[config.mk]
export PLATFORM = sky130hd
export DESIGN_NAME = obd_uart_responder_flat
export DESIGN_NICKNAME = d
export VERILOG_FILES = /design/src/rtl/obd_uart_responder_if.sv /design/src/rtl/obd_uart_responder.sv /design/src/flat_wrapper.sv
export SDC_FILE = /design/constraint.sdc
export NUM_CORES = 1
export LEC_CHECK = 0
export CAP_MARGIN = 20
export CORE_MARGIN = 2
export CORE_UTILIZATION = 45
export DETAILED_ROUTE_END_ITERATION = 10
export PLACE_DENSITY = 0.69
export SYNTH_ARGS = -nofsm -noshare
export SYNTH_HDL_FRONTEND = slang
export SYNTH_SLANG_ARGS = --single-unit
[constraint.sdc]
create_clock -name clk -period 4.3 [get_ports clk]
set_clock_uncertainty 0.05 [all_clocks]
set_input_delay 0.43 -clock clk [delete_from_list [all_inputs] [get_ports clk]]
set_output_delay 0.43 -clock clk [all_outputs]
set_load 0.1 [all_outputs]
[src/rtl/obd_uart_responder_if.sv]
// Pin-level bundle of the OBD responder: UART lines, vehicle data inputs and status outputs.
// The responder uses the slave view; a tester or vehicle model drives the master view.
interface obd_uart_responder_if;
  logic        uart_rx;
  logic        uart_tx;
  logic [7:0]  speed;
  logic [13:0] rpm;
  logic [7:0]  fuel;
  logic [7:0]  temp;
  logic [31:0] odometer_raw;
  logic [2:0]  gear_num;
  logic        ess_trigger;
  logic        busy;
  logic        frame_err;
  logic        overrun;
  logic [7:0]  req_count;

  modport slave (
    input  uart_rx, speed, rpm, fuel, temp, odometer_raw, gear_num, ess_trigger,
    output uart_tx, busy, frame_err, overrun, req_count
  );

  modport master (
    output uart_rx, speed, rpm, fuel, temp, odometer_raw, gear_num, ess_trigger,
    input  uart_tx, busy, frame_err, overrun, req_count
  );
endinterface

[src/rtl/obd_uart_responder.sv]
// OBD-style UART responder: receives 1-byte PID requests and replies with a framed,
// XOR-checksummed snapshot of the vehicle data (HDR, PID, LEN, DATA[LEN], CHK).
module obd_uart_responder #(
  parameter int unsigned CLKS_PER_BIT = 434,
  parameter logic [7:0]  HDR_ACK      = 8'h7E,
  parameter logic [7:0]  HDR_NAK      = 8'h7F
) (
  input  logic                  clk,
  input  logic                  rst_n,
  obd_uart_responder_if.slave   bus
);

  localparam int unsigned   CW        = $clog2(CLKS_PER_BIT);
  localparam logic [CW-1:0] BIT_LAST  = CW'(CLKS_PER_BIT - 1);
  localparam logic [CW-1:0] HALF_LAST = CW'(CLKS_PER_BIT / 2 - 1);

  typedef enum logic [1:0] {RX_IDLE, RX_START, RX_DATA, RX_STOP} rx_state_t;
  typedef enum logic [1:0] {TX_IDLE, TX_LOAD, TX_SEND}           tx_state_t;

  rx_state_t     rx_state, rx_state_next;
  logic          rx_meta, rx_sync, rx_prev;
  logic [CW-1:0] rx_cnt;
  logic [2:0]    rx_bit;
  logic [7:0]    rx_shift;
  logic          rx_tick, rx_accept, rx_bad_stop;

  logic          slot_full;
  logic [7:0]    slot_data;
  logic [7:0]    req_count;
  logic          frame_err, overrun;

  tx_state_t     tx_state, tx_state_next;
  logic [CW-1:0] tx_cnt;
  logic [3:0]    tx_bit;
  logic [2:0]    tx_byte, tx_last;
  logic          tx_line, busy;
  logic          tx_tick, tx_pop, tx_done;
  logic [7:0]    frame [8];
  logic [7:0]    build [8];
  logic [2:0]    build_last;

  // ---------------------------------------------------------------- RX
  // NOTE: clocked state uses non-blocking assignments so every register samples pre-edge values.
  always_ff @(posedge clk or negedge rst_n) begin
    if (!rst_n) begin
      rx_meta <= 1'b1;
      rx_sync <= 1'b1;
      rx_prev <= 1'b1;
    end else begin
      rx_meta <= bus.uart_rx;
      rx_sync <= rx_meta;
      rx_prev <= rx_sync;
    end
  end

  // NOTE: every combinational output gets a default first so no path leaves it unassigned (no latch).
  always_comb begin
    rx_state_next = rx_state;
    rx_accept     = 1'b0;
    rx_bad_stop   = 1'b0;
    rx_tick       = (rx_state == RX_START) ? (rx_cnt == HALF_LAST) : (rx_cnt == BIT_LAST);
    case (rx_state)
      RX_IDLE:  if (rx_prev && !rx_sync) rx_state_next = RX_START;
      RX_START: if (rx_tick) rx_state_next = rx_sync ? RX_IDLE : RX_DATA;
      RX_DATA:  if (rx_tick && rx_bit == 3'd7) rx_state_next = RX_STOP;
      RX_STOP: begin
        if (rx_tick) begin
          rx_state_next = RX_IDLE;
          rx_accept     = rx_sync;
          rx_bad_stop   = !rx_sync;
        end
      end
      default: rx_state_next = RX_IDLE;
    endcase
  end

  always_ff @(posedge clk or negedge rst_n) begin
    if (!rst_n) begin
      rx_state <= RX_IDLE;
      rx_cnt   <= '0;
      rx_bit   <= '0;
      rx_shift <= '0;
    end else begin
      rx_state <= rx_state_next;
      if (rx_state == RX_IDLE || rx_tick) rx_cnt <= '0;
      else                                rx_cnt <= rx_cnt + CW'(1);
      if (rx_state == RX_START) begin
        rx_bit <= '0;
      end else if (rx_state == RX_DATA && rx_tick) begin
        rx_shift <= {rx_sync, rx_shift[7:1]};
        rx_bit   <= rx_bit + 3'd1;
      end
    end
  end

  // ---------------------------------------------------------------- pending slot
  // A push coinciding with the LOAD pop refills the slot instead of overrunning.
  always_ff @(posedge clk or negedge rst_n) begin
    if (!rst_n) begin
      slot_full <= 1'b0;
      slot_data <= '0;
      req_count <= '0;
      frame_err <= 1'b0;
      overrun   <= 1'b0;
    end else begin
      frame_err <= rx_bad_stop;
      overrun   <= 1'b0;
      if (rx_accept) begin
        if (slot_full && !tx_pop) begin
          overrun <= 1'b1;
        end else begin
          slot_data <= rx_shift;
          slot_full <= 1'b1;
          req_count <= req_count + 8'd1;
        end
      end else if (tx_pop) begin
        slot_full <= 1'b0;
      end
    end
  end

  // ---------------------------------------------------------------- frame builder
  always_comb begin
    logic [7:0]  hdr, chk;
    logic [2:0]  len;
    logic [31:0] payload, data_be;
    hdr     = HDR_ACK;
    len     = 3'd0;
    payload = '0;
    case (slot_data)
      8'h0D:   begin len = 3'd1; payload = {24'b0, bus.speed}; end
      8'h0C:   begin len = 3'd2; payload = {16'b0, 2'b00, bus.rpm}; end
      8'h2F:   begin len = 3'd1; payload = {24'b0, bus.fuel}; end
      8'h05:   begin len = 3'd1; payload = {24'b0, bus.temp}; end
      8'hA6:   begin len = 3'd4; payload = bus.odometer_raw; end
      8'hA4:   begin len = 3'd1; payload = {24'b0, 4'b0, bus.ess_trigger, bus.gear_num}; end
      default: hdr = HDR_NAK;
    endcase
    // Left-align the payload so byte i of the big-endian data is always bits [31-8i -: 8].
    data_be = payload << {3'd4 - len, 3'b000};
    build   = '{default: 8'h00};
    build[0] = hdr;
    build[1] = slot_data;
    build[2] = {5'b0, len};
    chk = slot_data ^ {5'b0, len};
    for (int i = 0; i < 4; i++) begin
      chk = chk ^ data_be[31 - 8*i -: 8];
      if (i < int'(len)) build[3 + i] = data_be[31 - 8*i -: 8];
    end
    build_last        = 3'd3 + len;
    build[build_last] = chk;
  end

  // ---------------------------------------------------------------- TX
  assign tx_pop  = (tx_state == TX_LOAD);
  assign tx_tick = (tx_cnt == BIT_LAST);
  assign tx_done = tx_tick && (tx_bit == 4'd9) && (tx_byte == tx_last);

  always_comb begin
    tx_state_next = tx_state;
    case (tx_state)
      TX_IDLE: if (slot_full) tx_state_next = TX_LOAD;
      TX_LOAD: tx_state_next = TX_SEND;
      TX_SEND: if (tx_done) tx_state_next = TX_IDLE;
      default: tx_state_next = TX_IDLE;
    endcase
  end

  // NOTE: the frame buffer has no reset; LOAD always writes it before SEND reads it.
  always_ff @(posedge clk) begin
    if (tx_pop) frame <= build;
  end

  // tx_bit: 0 = start, 1..8 = data LSB first, 9 = stop; uart_tx is registered to stay glitch-free.
  always_ff @(posedge clk or negedge rst_n) begin
    if (!rst_n) begin
      tx_state <= TX_IDLE;
      busy     <= 1'b0;
      tx_line  <= 1'b1;
      tx_cnt   <= '0;
      tx_bit   <= '0;
      tx_byte  <= '0;
      tx_last  <= '0;
    end else begin
      tx_state <= tx_state_next;
      busy     <= (tx_state_next != TX_IDLE);
      case (tx_state)
        TX_LOAD: begin
          tx_cnt  <= '0;
          tx_bit  <= '0;
          tx_byte <= '0;
          tx_last <= build_last;
          tx_line <= 1'b0;
        end
        TX_SEND: begin
          if (tx_tick) begin
            tx_cnt <= '0;
            if (tx_bit == 4'd9) begin
              if (tx_done) begin
                tx_line <= 1'b1;
              end else begin
                tx_byte <= tx_byte + 3'd1;
                tx_bit  <= '0;
                tx_line <= 1'b0;
              end
            end else begin
              tx_bit  <= tx_bit + 4'd1;
              tx_line <= (tx_bit == 4'd8) ? 1'b1 : frame[tx_byte][tx_bit[2:0]];
            end
          end else begin
            tx_cnt <= tx_cnt + CW'(1);
          end
        end
        default: tx_line <= 1'b1;
      endcase
    end
  end

  assign bus.uart_tx   = tx_line;
  assign bus.busy      = busy;
  assign bus.frame_err = frame_err;
  assign bus.overrun   = overrun;
  assign bus.req_count = req_count;

endmodule

[src/flat_wrapper.sv]
// flat-port wrapper written by rule: the top's interface ports become plain ports
module obd_uart_responder_flat 
#(
  parameter int unsigned CLKS_PER_BIT = 434,
  parameter logic [7:0]  HDR_ACK      = 8'h7E,
  parameter logic [7:0]  HDR_NAK      = 8'h7F
)
  (clk, rst_n, bus_uart_rx, bus_speed, bus_rpm, bus_fuel, bus_temp, bus_odometer_raw, bus_gear_num, bus_ess_trigger, bus_uart_tx, bus_busy, bus_frame_err, bus_overrun, bus_req_count);
  obd_uart_responder_if bus_i ();
  input  logic clk;
  input  logic rst_n;
  input wire logic [$bits(bus_i.uart_rx)-1:0] bus_uart_rx;
  input wire logic [$bits(bus_i.speed)-1:0] bus_speed;
  input wire logic [$bits(bus_i.rpm)-1:0] bus_rpm;
  input wire logic [$bits(bus_i.fuel)-1:0] bus_fuel;
  input wire logic [$bits(bus_i.temp)-1:0] bus_temp;
  input wire logic [$bits(bus_i.odometer_raw)-1:0] bus_odometer_raw;
  input wire logic [$bits(bus_i.gear_num)-1:0] bus_gear_num;
  input wire logic [$bits(bus_i.ess_trigger)-1:0] bus_ess_trigger;
  output wire logic [$bits(bus_i.uart_tx)-1:0] bus_uart_tx;
  output wire logic [$bits(bus_i.busy)-1:0] bus_busy;
  output wire logic [$bits(bus_i.frame_err)-1:0] bus_frame_err;
  output wire logic [$bits(bus_i.overrun)-1:0] bus_overrun;
  output wire logic [$bits(bus_i.req_count)-1:0] bus_req_count;
  assign bus_i.uart_rx = bus_uart_rx;
  assign bus_i.speed = bus_speed;
  assign bus_i.rpm = bus_rpm;
  assign bus_i.fuel = bus_fuel;
  assign bus_i.temp = bus_temp;
  assign bus_i.odometer_raw = bus_odometer_raw;
  assign bus_i.gear_num = bus_gear_num;
  assign bus_i.ess_trigger = bus_ess_trigger;
  assign bus_uart_tx = bus_i.uart_tx;
  assign bus_busy = bus_i.busy;
  assign bus_frame_err = bus_i.frame_err;
  assign bus_overrun = bus_i.overrun;
  assign bus_req_count = bus_i.req_count;
  obd_uart_responder #(.CLKS_PER_BIT(CLKS_PER_BIT), .HDR_ACK(HDR_ACK), .HDR_NAK(HDR_NAK)) u_core (.clk(clk), .rst_n(rst_n), .bus(bus_i));
endmodule
==> impl_metrics.csv, run 1 <==
group,metric,value,unit
clocking,cts_buffers,17,
power,power_density,313,mW/mm2
finish,fin_nets,903,
place,post-place-ws,0.311,ns
finish,num_antenna_cells,0,
floorplan,coreArea,0.0167,mm2
grt,grt_pass1_wl,33900,um
grt,antenna_found_initial,0,
grt,grt_usage,24.0,%
grt,globalRoute.totalOverflow,0,
detailed_routing,drc_errors,0,
detailed_routing,drt-met1-wl,8980,um
timing,drv_slew,0,
worst_setup_path,path_buf_inv,2,
logic_synthesis,synth_flop_cell,"edfxtp_1",
logic_synthesis,ys_warn_count,0,
power,seq_power_share,46.7,%
detailed_routing,top_layer,"met4",
detailed_routing,dr.pass1.iters,5,
power,leakagePower,3.52,nW
place,dp_hpwl,15600,um
logic_synthesis,ys_seq_area_share,46.6,%
floorplan,die-area,0.0182,mm2
worst_setup_path,cp.arrival,4.27,ns
timing,hold-worst-slack,0.0519,ns
floorplan,die_w,135,um
detailed_routing,postRouteAntennaNets,0,
clocking,hold_buffers,0,
timing,fmax,239,MHz
floorplan,dieHeight,135,um
worst_setup_path,path_cells,"inv_1 > or4_1 > or4_1 > ha_1 > buf_4 > a2111oi_0 > o41ai_2 > a221oi_2 > xnor2_2 > xnor2_2 > o22ai_2",
worst_setup_path,worstPathMaxFanout,24,
clocking,cts_resized,0,
floorplan,initial_utilization,46.3,%
clocking,worst_skew_pair.late_latency,0.42,ns
outcome,status,"finished clean",
clocking,cts_sinks,131,
finish,stdcell_area,0.00946,mm2
job,maxCapViolCount,0,
grt,grt_max_degree,71,
place,port_buffers,88,
logic_synthesis,synth_area_leader_cell,"edfxtp_1",
logic_synthesis,synth_cell_type_count,83,
floorplan,row_count,47,
timing,finalSetupViolCount,0,
finish,num-fill-cells,1432,
clocking,root_buffer,"clkbuf_16",
clocking,htree_levels,4,
place,placed_cell_area,0.00887,mm2
timing,fin_crit_sh,97.3,%
timing,timing.slew.headroom,34.7,%
worst_setup_path,path_delay_family,"compound AO/OA/AOI/OAI gates",
timing,setup_ws,0.116,ns
clocking,clockBufferDepth,2,
worst_hold_path,hp-class,"input port to asynchronous set/reset pin",
worst_setup_path,crit_slowest_cell,"a2111oi_0",
timing,rsz0062_at_grt,"false",
logic_synthesis,synth_edf_count,64,
worst_setup_path,worstPathRequired,4.39,ns
logic_synthesis,syn_inst,726,
timing,finalCriticalPeriod,4.18,ns
finish,drive_gt1_share,15.7,%
timing,hold_viol_final,0,
detailed_routing,met2_length,10100,um
detailed_routing,drt-wirelength-per-cell,20.1,um
detailed_routing,routed-wl-met3,1740,um
finish,syn_to_final_growth,22.3,%
detailed_routing,drt-total-wl,21100,um
logic_synthesis,ys_top_cells_by_count,"nand2_1, edfxtp_1, dfrtp_1",
power,netSwitchingFraction,22.9,%
detailed_routing,viasPerCell,6.11,
grt,grt_pass1_vias,6257,
detailed_routing,drt_iter0_drc,612,
timing,worstMarginPinSlew,0.976,ns
clocking,cts.clk_slew.worst_paths,0.06,ns
logic_synthesis,syn_avg_cell_area,10.7,um2
detailed_routing,vias,6395,
logic_synthesis,async_reset_ff_share,51.1,%
worst_setup_path,cp-start-kind,"flop",
clocking,cts_tree,"built",
logic_synthesis,netlist.area_leader.share,24.9,%
place,finalWeightedCongestion,0.958,
logic_synthesis,synth.most_common_cell,"nand2_1",
power,intPower,2.29,mW
power,power_frac_clock,47.2,%
power,irDropWorstVdd,0.000289,V
floorplan,io_pins,89,
worst_setup_path,crit_type,"flop to flop",
worst_setup_path,end_kind,"flop",
worst_setup_path,critPathMaxStageDelay,0.66,ns
clocking,post_cts_buffers,0,
logic_synthesis,synthesis.area,0.00773,mm2
power,pwr-share-comb,6.1,%
power,p_sw,679,uW
logic_synthesis,ys_seq_elements,131,
logic_synthesis,ys_top_cells_by_area,"edfxtp_1, dfrtp_1, mux4_2",
timing,tns,0,ns
## sequential cells by signal, indices dropped and copies added (netlist names), 2 cells and up, named ones only
signal,flops
u_core.bus.req_count,8
u_core.frame,64
u_core.rx_bit,3
u_core.rx_cnt,9
u_core.rx_shift,8
u_core.slot_data,8
u_core.tx_bit,4
u_core.tx_byte,3
u_core.tx_cnt,9
u_core.tx_last,3
u_core.tx_state,2
## stage by stage
stage,power [mW],util (%),std cells
2_1_floorplan,1.48,-,727
3_3_place_gp,1.58,53.1,1015
3_5_place_dp,1.59,53.1,1015
4_1_cts,2.98,56.6,1047
5_1_grt,3.06,56.6,1047
6_report,2.97,56.6,1047
## path summary, 6_finish.rpt
kind | depth (start not counted) | endpoint | from | slack [ns]
max | 11 | u_core.frame[21] | u_core.slot_data[2] | 0.12
min | 1 | u_core.tx_cnt[4] | rst_n | 0.05
max reg2reg | 11 | u_core.frame[21] | u_core.slot_data[2] | 0.12
min reg2reg | 0 | u_core.rx_sync | u_core.rx_meta | 0.31
max in group asynchronous | 2 | u_core.rx_meta | rst_n | 3.21
min in group clk | 0 | u_core.rx_sync | u_core.rx_meta | 0.31
## logic make-up after synthesis
family          share of synthesized area, %
simple gates                            18.2
mux                                     9.95
flops                                   46.6
fa+ha+maj                               1.94
compound gates                          15.3
other cells                           0.0971
xor+xnor                                4.26
buf+inv                                 3.61
## cells in the final DEF (no fill, tap or decap), drive strengths merged, types with 14 or more instances in the layout
master and n:
a21oi 14, and3 18, buf 25, clkbuf 22, clkdlybuf4s50 87, dfrtp 63
edfxtp 64, inv 30, mux2 17, mux2i 15, mux4 19, nand2 70
nand3 22, nor2 61, nor3 22, o21ai 45, xnor2 22
## power by group through the flow
stage | logic (mW) | registers, mW | clock network, mW
global placement | 0.176 | 1.41 | 0
finish | 0.181 | 1.39 | 1.40
CTS | 0.183 | 1.38 | 1.42
detailed placement | 0.182 | 1.41 | 0
floorplan | 0.0798 | 1.40 | 0
global route | 0.201 | 1.39 | 1.47
## area by class of cell
class	instances	area (um2)	area share [%]
Tap cell	220	275	2.91
Multi-Input combinational cell	530	3860	40.8
Sequential cell	131	3600	38.1
Clock buffer	22	497	5.25
Timing Repair Buffer	112	1060	11.2
Inverter	22	82.6	0.873
Clock inverter	10	82.6	0.873
## per-layer routing
metal,GRT usage (%),up-vias
met5,0,-
met4,7.18,0
met3,6.61,21
met2,37.6,316
met1,32.8,3132
li1,-,2926
(Power assumes the default switching activity.)
==> run 2, diff against run 1 <==
--- a/config.mk
+++ b/config.mk
@@ -5,6 +5,7 @@
 export SDC_FILE = /design/constraint.sdc
 export NUM_CORES = 1
 export LEC_CHECK = 0
+export ABC_AREA = 1
 export CAP_MARGIN = 20
 export CORE_MARGIN = 2
 export CORE_UTILIZATION = 45
@@ -13,3 +14,4 @@
 export SYNTH_ARGS = -nofsm -noshare
 export SYNTH_HDL_FRONTEND = slang
 export SYNTH_SLANG_ARGS = --single-unit
+export TNS_END_PERCENT = 1
==> run 2 against run 1 <==
Flip-flop and latch count is the same. Non-clock buffer count fell by 15. Core utilization shrank 0.77 points. Clock-buffer cell count fell by 3. Die area rose by 3.2%. Register-to-register slack better by 0.54 ns. Design area rose by 2.2%. Clock power increased by 6%. Critical path depth rose by 9. Total power grew 2.5%. Maximum frequency up 15%.
==> impl_metrics.csv, run 2 <==
group,metric,value,unit
timing,tns,0,ns
timing,timing.slew.headroom,34.6,%
worst_setup_path,worstPathRequired,4.42,ns
logic_synthesis,synth_flop_cell,"edfxtp_1",
clocking,cts_buffers,17,
clocking,cts_tree,"built",
detailed_routing,postRouteAntennaNets,0,
floorplan,initial_utilization,46.2,%
grt,grt_max_degree,67,
finish,fin_nets,1207,
logic_synthesis,synth_edf_count,64,
logic_synthesis,synth_area_leader_cell,"edfxtp_1",
finish,postLayoutCoreUtil,55.9,%
clocking,post_cts_buffers,0,
timing,fin_crit_sh,84.8,%
logic_synthesis,ys_warn_count,0,
clocking,cts_sinks,131,
detailed_routing,drt_iter0_drc,596,
grt,antenna_found_initial,0,
worst_setup_path,crit_type,"flop to flop",
timing,hold_viol_final,0,
worst_setup_path,critPathMaxStageDelay,0.46,ns
place,finalWeightedCongestion,0.934,
power,power_density,314,mW/mm2
logic_synthesis,syn_inst,1030,
timing,setup_ws,0.654,ns
grt,grt_usage,24.1,%
clocking,cts.clk_slew.worst_paths,0.06,ns
floorplan,dieHeight,137,um
finish,final_cell_mix,"nand2_1, nand3_1, nor2_1, inv_1, clkdlybuf4s50_1",
power,irDropWorstVdd,0.000368,V
worst_setup_path,cpMostUsedCell,"nand2_1",
worst_setup_path,crit_slowest_cell,"dfrtp_1",
finish,largest_register_ffs,64,
finish,drive_gt1_share,11.7,%
timing,fmax,274,MHz
logic_synthesis,syn_avg_cell_area,7.75,um2
floorplan,row_count,48,
timing,rsz0062_at_grt,"false",
detailed_routing,viasPerCell,5.35,
finish,top_regs,"u_core.frame (64), u_core.rx_cnt (9), u_core.tx_cnt (9)",
logic_synthesis,synth_cell_type_count,42,
clocking,worst_skew_pair.late_latency,0.42,ns
place,port_buffers,88,
logic_synthesis,synth.most_common_cell,"nand2_1",
worst_hold_path,hp-class,"input port to asynchronous set/reset pin",
logic_synthesis,ys_top_cells_by_area,"edfxtp_1, dfrtp_1, nand2_1",
grt,grt_util_met2,37.0,%
finish,regMostFlops,"u_core.frame",
clocking,root_buffer,"clkbuf_16",
worst_setup_path,cp.arrival,3.77,ns
finish,syn_to_final_growth,21.0,%
floorplan,io_pins,89,
job,maxCapViolCount,0,
worst_setup_path,cp-start-kind,"flop",
clocking,htree_levels,4,
finish,num_antenna_cells,0,
floorplan,die_w,137,um
floorplan,coreArea,0.0173,mm2
power,leakagePower,4.44,nW
grt,grt_pass1_wl,34500,um
logic_synthesis,synthesis.area,0.00799,mm2
finish,mostFrequentLayoutCell,"nand2_1",
grt,top_usage_layer,"met2",
place,dp_hpwl,15800,um
logic_synthesis,ys_top_cells_by_count,"nand2_1, nand3_1, nor2_1",
timing,drv_slew,0,
detailed_routing,drt-wirelength-per-cell,15.8,um
detailed_routing,dr.pass1.iters,6,
timing,worstMarginPinSlew,0.978,ns
worst_setup_path,path_cells,"inv_1 > nand2_1 > nor2_1 > nand2_1 > nand2_1 > nor2_4 > ha_1 > inv_1 > nand2_2 > nor2_4 > buf_4 > nand3_2 > nand2_2 > inv_2 > nand2_1 > nand2_1 > nand2_1 > nand2_4 > nand2_1 > nand2_1",
grt,globalRoute.totalOverflow,0,
place,post-place-ws,0.775,ns
grt,grt_pass1_vias,6766,
clocking,clockBufferDepth,2,
logic_synthesis,ys_seq_area_share,45.1,%
worst_setup_path,end_kind,"flop",
outcome,status,"finished clean",
clocking,cts_resized,0,
logic_synthesis,async_reset_ff_share,51.1,%
floorplan,die-area,0.0188,mm2
timing,finalSetupViolCount,0,
detailed_routing,drt-total-wl,21400,um
detailed_routing,drc_errors,0,
detailed_routing,vias,7260,
timing,finalCriticalPeriod,3.65,ns
logic_synthesis,ys_seq_elements,131,
logic_synthesis,netlist.area_leader.share,24.1,%
worst_setup_path,worstPathMaxFanout,22,
grt,use_met3,3.75,%
clocking,hold_buffers,0,
grt,grt_use_met1,33.9,%
==> run 2: changes by cell type after synthesis, sizes merged, moves of 10 or more <==
| cell | previous run | this run |
|---|---|---|
| mux2i | 15 | 0 |
| mux4 | 19 | 0 |
| a22o | 11 | 0 |
| nand3 | 22 | 134 |
| and3 | 18 | 2 |
| nor2 | 61 | 122 |
| xnor2 | 22 | 4 |
| inv | 22 | 110 |
| o21ai | 45 | 58 |
| nand2 | 70 | 319 |
| buf | 21 | 11 |
==> run 2: worst max-delay path: cells and delay by family, from the launching register on <==
family | cells | cell delay (ns)
flip-flops | 1 | 0.46
AND/OR/NAND/NOR | 15 | 1.80
adder cells (fa/ha/maj) | 1 | 0.40
buffers and inverters | 4 | 0.66
==> run 2: through the flow <==
step	hold slack, ns	area, um2	cells	power, mW
finish	0.0963	9660	1356	3.04
floorplan	0.0844	7990	1031	1.47
CTS	0.129	9660	1356	3.05
global placement	0.296	9050	1324	1.57
global route	0.181	9660	1356	3.13
detailed placement	0.299	9050	1324	1.57
==> run 2: final timing paths <==
check,start,endpoint,slack [ns],cells past startpoint
worst max-delay path,u_core.slot_data[7],u_core.frame[40],0.65,20
worst min-delay path,rst_n,u_core.tx_cnt[3],0.1,1
worst max register to register,u_core.slot_data[7],u_core.frame[40],0.65,20
worst min register to register,u_core.rx_meta,u_core.rx_sync,0.31,0
max in group asynchronous,rst_n,u_core.slot_data[6],3.15,2
min in group clk,u_core.rx_meta,u_core.rx_sync,0.31,0
==> run 2: power breakdown <==
group	total, mW	leakage [nW]	internal (mW)	switching (mW)
Clock	1.49	0.304	0.911	0.581
Sequential	1.37	1.56	1.34	0.0319
Combinational	0.176	2.58	0.0976	0.0779
Total	3.04	4.44	2.35	0.690
==> run 2: kinds of logic (layout without fill, tap and decap cells) <==
family	count (synthesis)	in the layout	share of synthesized area, %
and+or+nand+nor	622	622	35.9
buffers and inverters	141	241	7.29
DFF	131	131	45.1
AOI/OAI and AO/OA	102	102	7.25
adders and majority gates	12	12	1.88
xor gates and xnor gates	12	12	1.32
muxes	8	8	1.13
other	2	3	0.0940
==> run 2: area by class of cell <==
type                    count  area [um2]
clock inverters            13         145
clock buffers              19         464
flip-flops and latches    131        3600
multi-input cells         759        3810
repair buffers             97         943
well taps                 225         282
fillers                  1589        7630
inverters                 112         420
==> run 2: layer usage <==
metal  share of wire (%)  routed length [um]
met5                   0                   0
met4                 2.4                 518
met3                 6.6                1410
met2                  46                9770
met1                  45                9700
==> run 3, diff against run 2 <==
==> constraint.sdc (replaced) <==
create_clock -name clk -period 2.95 [get_ports clk]
set_clock_uncertainty 0.05 [all_clocks]
set_input_delay 0.295 -clock clk [delete_from_list [all_inputs] [get_ports clk]]
set_output_delay 0.295 -clock clk [all_outputs]
set_load 0.1 [all_outputs]
==> run 3 against run 2 <==
Hold slack worse by 0.087 ns. Total power up 38%. Critical path type unchanged. Design area up 6.2%. Critical endpoint unchanged. Via count up 2.1%. Largest power group is now registers. Die area unchanged. Final cell count up 4.3%. Routed wire length up 2.7%. Highest routed layer unchanged. Core utilization up 3.5 points. Register-to-register slack worse by 0.56 ns. Non-clock buffer count up 58. Largest cell class unchanged.
==> impl_metrics.csv, run 3 (synthesis gave the netlist of run 2 again) <==
group,metric,value,unit
grt,antenna_found_initial,0,
finish,syn_to_final_growth,28.5,%
clocking,cts.clk_slew.worst_paths,0.06,ns
place,port_buffers,88,
worst_setup_path,critPathMaxStageDelay,0.43,ns
clocking,cts_buffers,17,
floorplan,initial_utilization,46.2,%
job,maxCapViolCount,0,
floorplan,row_count,48,
detailed_routing,vias,7412,
finish,top_regs,"u_core.frame (64), u_core.rx_cnt (9), u_core.tx_cnt (9)",
worst_setup_path,end_kind,"flop",
timing,hold_viol_final,0,
clocking,cts_sinks,131,
timing,finalSetupViolCount,0,
finish,drive_gt1_share,21.0,%
grt,grt_usage,24.2,%
timing,timing.slew.headroom,42.4,%
floorplan,die-area,0.0188,mm2
floorplan,die_w,137,um
detailed_routing,dr.pass1.iters,6,
clocking,hold_buffers,0,
finish,mostFrequentLayoutCell,"nand2_1",
timing,worstMarginPinSlew,0.864,ns
worst_setup_path,ff2ff_setup_slack,0.1,ns
timing,setup_ws,0.0984,ns
detailed_routing,viasPerCell,5.24,
clocking,worst_skew_pair.late_latency,0.42,ns
clocking,clockBufferDepth,2,
worst_setup_path,cp-start-kind,"flop",
detailed_routing,drt_iter0_drc,539,
timing,drv_slew,0,
worst_setup_path,r2r_end,"u_core.frame[40]",
clocking,htree_levels,4,
worst_setup_path,rr_startpoint,"u_core.slot_data[0]",
detailed_routing,drc_errors,0,
worst_setup_path,crit_slowest_cell,"dfrtp_1",
worst_hold_path,hp-class,"input port to asynchronous set/reset pin",
worst_setup_path,path_cells,"inv_2 > nand2_2 > nor2_2 > nand2_2 > nand2_2 > nor2_4 > ha_4 > inv_2 > nand2_1 > nand2_2 > nand2_2 > nor2_4 > buf_6 > clkbuf_16 > nand3_2 > nand2_2 > nand3_1 > nand3_1 > nand2_4 > nand2_1 > nand2_1",
timing,rsz0062_at_grt,"true",
finish,num_antenna_cells,0,
finish,regMostFlops,"u_core.frame",
power,power_density,410,mW/mm2
finish,num-fill-cells,1552,
finish,stdcell_area,0.0103,mm2
worst_setup_path,rr_worst_depth,21,
worst_setup_path,startpoint,"u_core.slot_data[0]",
detailed_routing,drt-total-wl,22000,um
timing,fin_crit_sh,96.7,%
place,finalWeightedCongestion,0.954,
finish,final_cells,1414,
worst_setup_path,worstPathMaxFanout,6,
power,irDropWorstVdd,0.000407,V
timing,hold-worst-slack,0.00933,ns
floorplan,coreArea,0.0173,mm2
finish,largest_register_ffs,64,
worst_setup_path,cpMostUsedCell,"nand2_2",
grt,grt_pass1_vias,6866,
place,post-place-ws,0.0391,ns
finish,fin_nets,1265,
timing,fmax,351,MHz
worst_setup_path,cp.arrival,2.97,ns
power,total_power,4.20,mW
grt,grt_pass1_wl,34900,um
outcome,status,"finished clean",
grt,grt_max_degree,68,
clocking,root_buffer,"clkbuf_16",
finish,final_cell_mix,"nand2_1, nand3_1, nor2_1, inv_1, clkdlybuf4s50_1",
clocking,cts_tree,"built",
place,dp_hpwl,16400,um
place,dp_cells,1360,
worst_setup_path,crit_type,"flop to flop",
worst_setup_path,worstPathRequired,3.07,ns
floorplan,dieHeight,137,um
detailed_routing,drt-wirelength-per-cell,15.6,um
floorplan,io_pins,89,
place,placed_cell_area,0.00931,mm2
timing,finalCriticalPeriod,2.85,ns
detailed_routing,postRouteAntennaNets,0,
grt,globalRoute.totalOverflow,0,
power,leakagePower,4.78,nW
## run 3: cell types whose count changed in the layout (fill, tap and decap cells not counted), moves of 4 or more
cell | before | now
buf_4 | 9 | 70
buf_6 | 0 | 6
clkdlybuf4s50_1 | 87 | 75
dfrtp_1 | 63 | 59
dfrtp_2 | 0 | 4
inv_1 | 94 | 88
inv_2 | 16 | 20
inv_4 | 0 | 4
nand2_1 | 295 | 270
nand2_2 | 21 | 43
nor2_1 | 107 | 100
nor2_2 | 8 | 13
## run 3: layer usage
layer	GRT usage (%)	vias up	wire (um)
li1	-	3695	-
met1	34.1	3423	9960
met2	37.2	249	10100
met3	4.86	45	1390
met4	8.48	0	518
met5	0	-	0
## run 3: worst max-delay path by stage
stage	endpoint	depth (start not counted)
global placement	u_core.frame[50]	13
detailed placement	u_core.frame[1]	22
CTS	u_core.frame[1]	22
global route	u_core.frame[37]	22
finish	u_core.frame[40]	21
floorplan	u_core.frame[57]	21
## run 3: repair_timing
action,4_1_cts,5_1_grt
setup buffers,0,18
resized for setup,0,66
endpoints found under the setup margin,0,52
## run 3: area by class of cell
| class | count | area, um2 | area share (%) |
|---|---|---|---|
| clock buffer | 22 | 478 | 4.66 |
| clock inverter | 10 | 75.1 | 0.732 |
| inverter | 112 | 429 | 4.18 |
| multi-input combinational | 759 | 3970 | 38.7 |
| sequential | 131 | 3610 | 35.2 |
| tap | 225 | 282 | 2.74 |
| timing repair buffer | 155 | 1420 | 13.8 |
## run 3: metrics by stage
stage | util, % | TNS (ns)
4_1_cts | 57.0 | 0
3_3_place_gp | 53.8 | 0
5_1_grt | 59.3 | -1.34
6_report | 59.3 | 0
2_1_floorplan | - | 0
3_5_place_dp | 53.8 | 0
## run 3: where the power goes
part           switching [mW]  internal, mW
Sequential             0.0441          1.95
Combinational           0.113         0.142
Clock                   0.794          1.16
## run 3: worst max-delay path: cells and delay by family (launching register included)
family | cells | cell delay, ns
fa+ha+maj | 1 | 0.16
buf+inv | 4 | 0.44
flops | 1 | 0.43
simple gates | 16 | 1.50
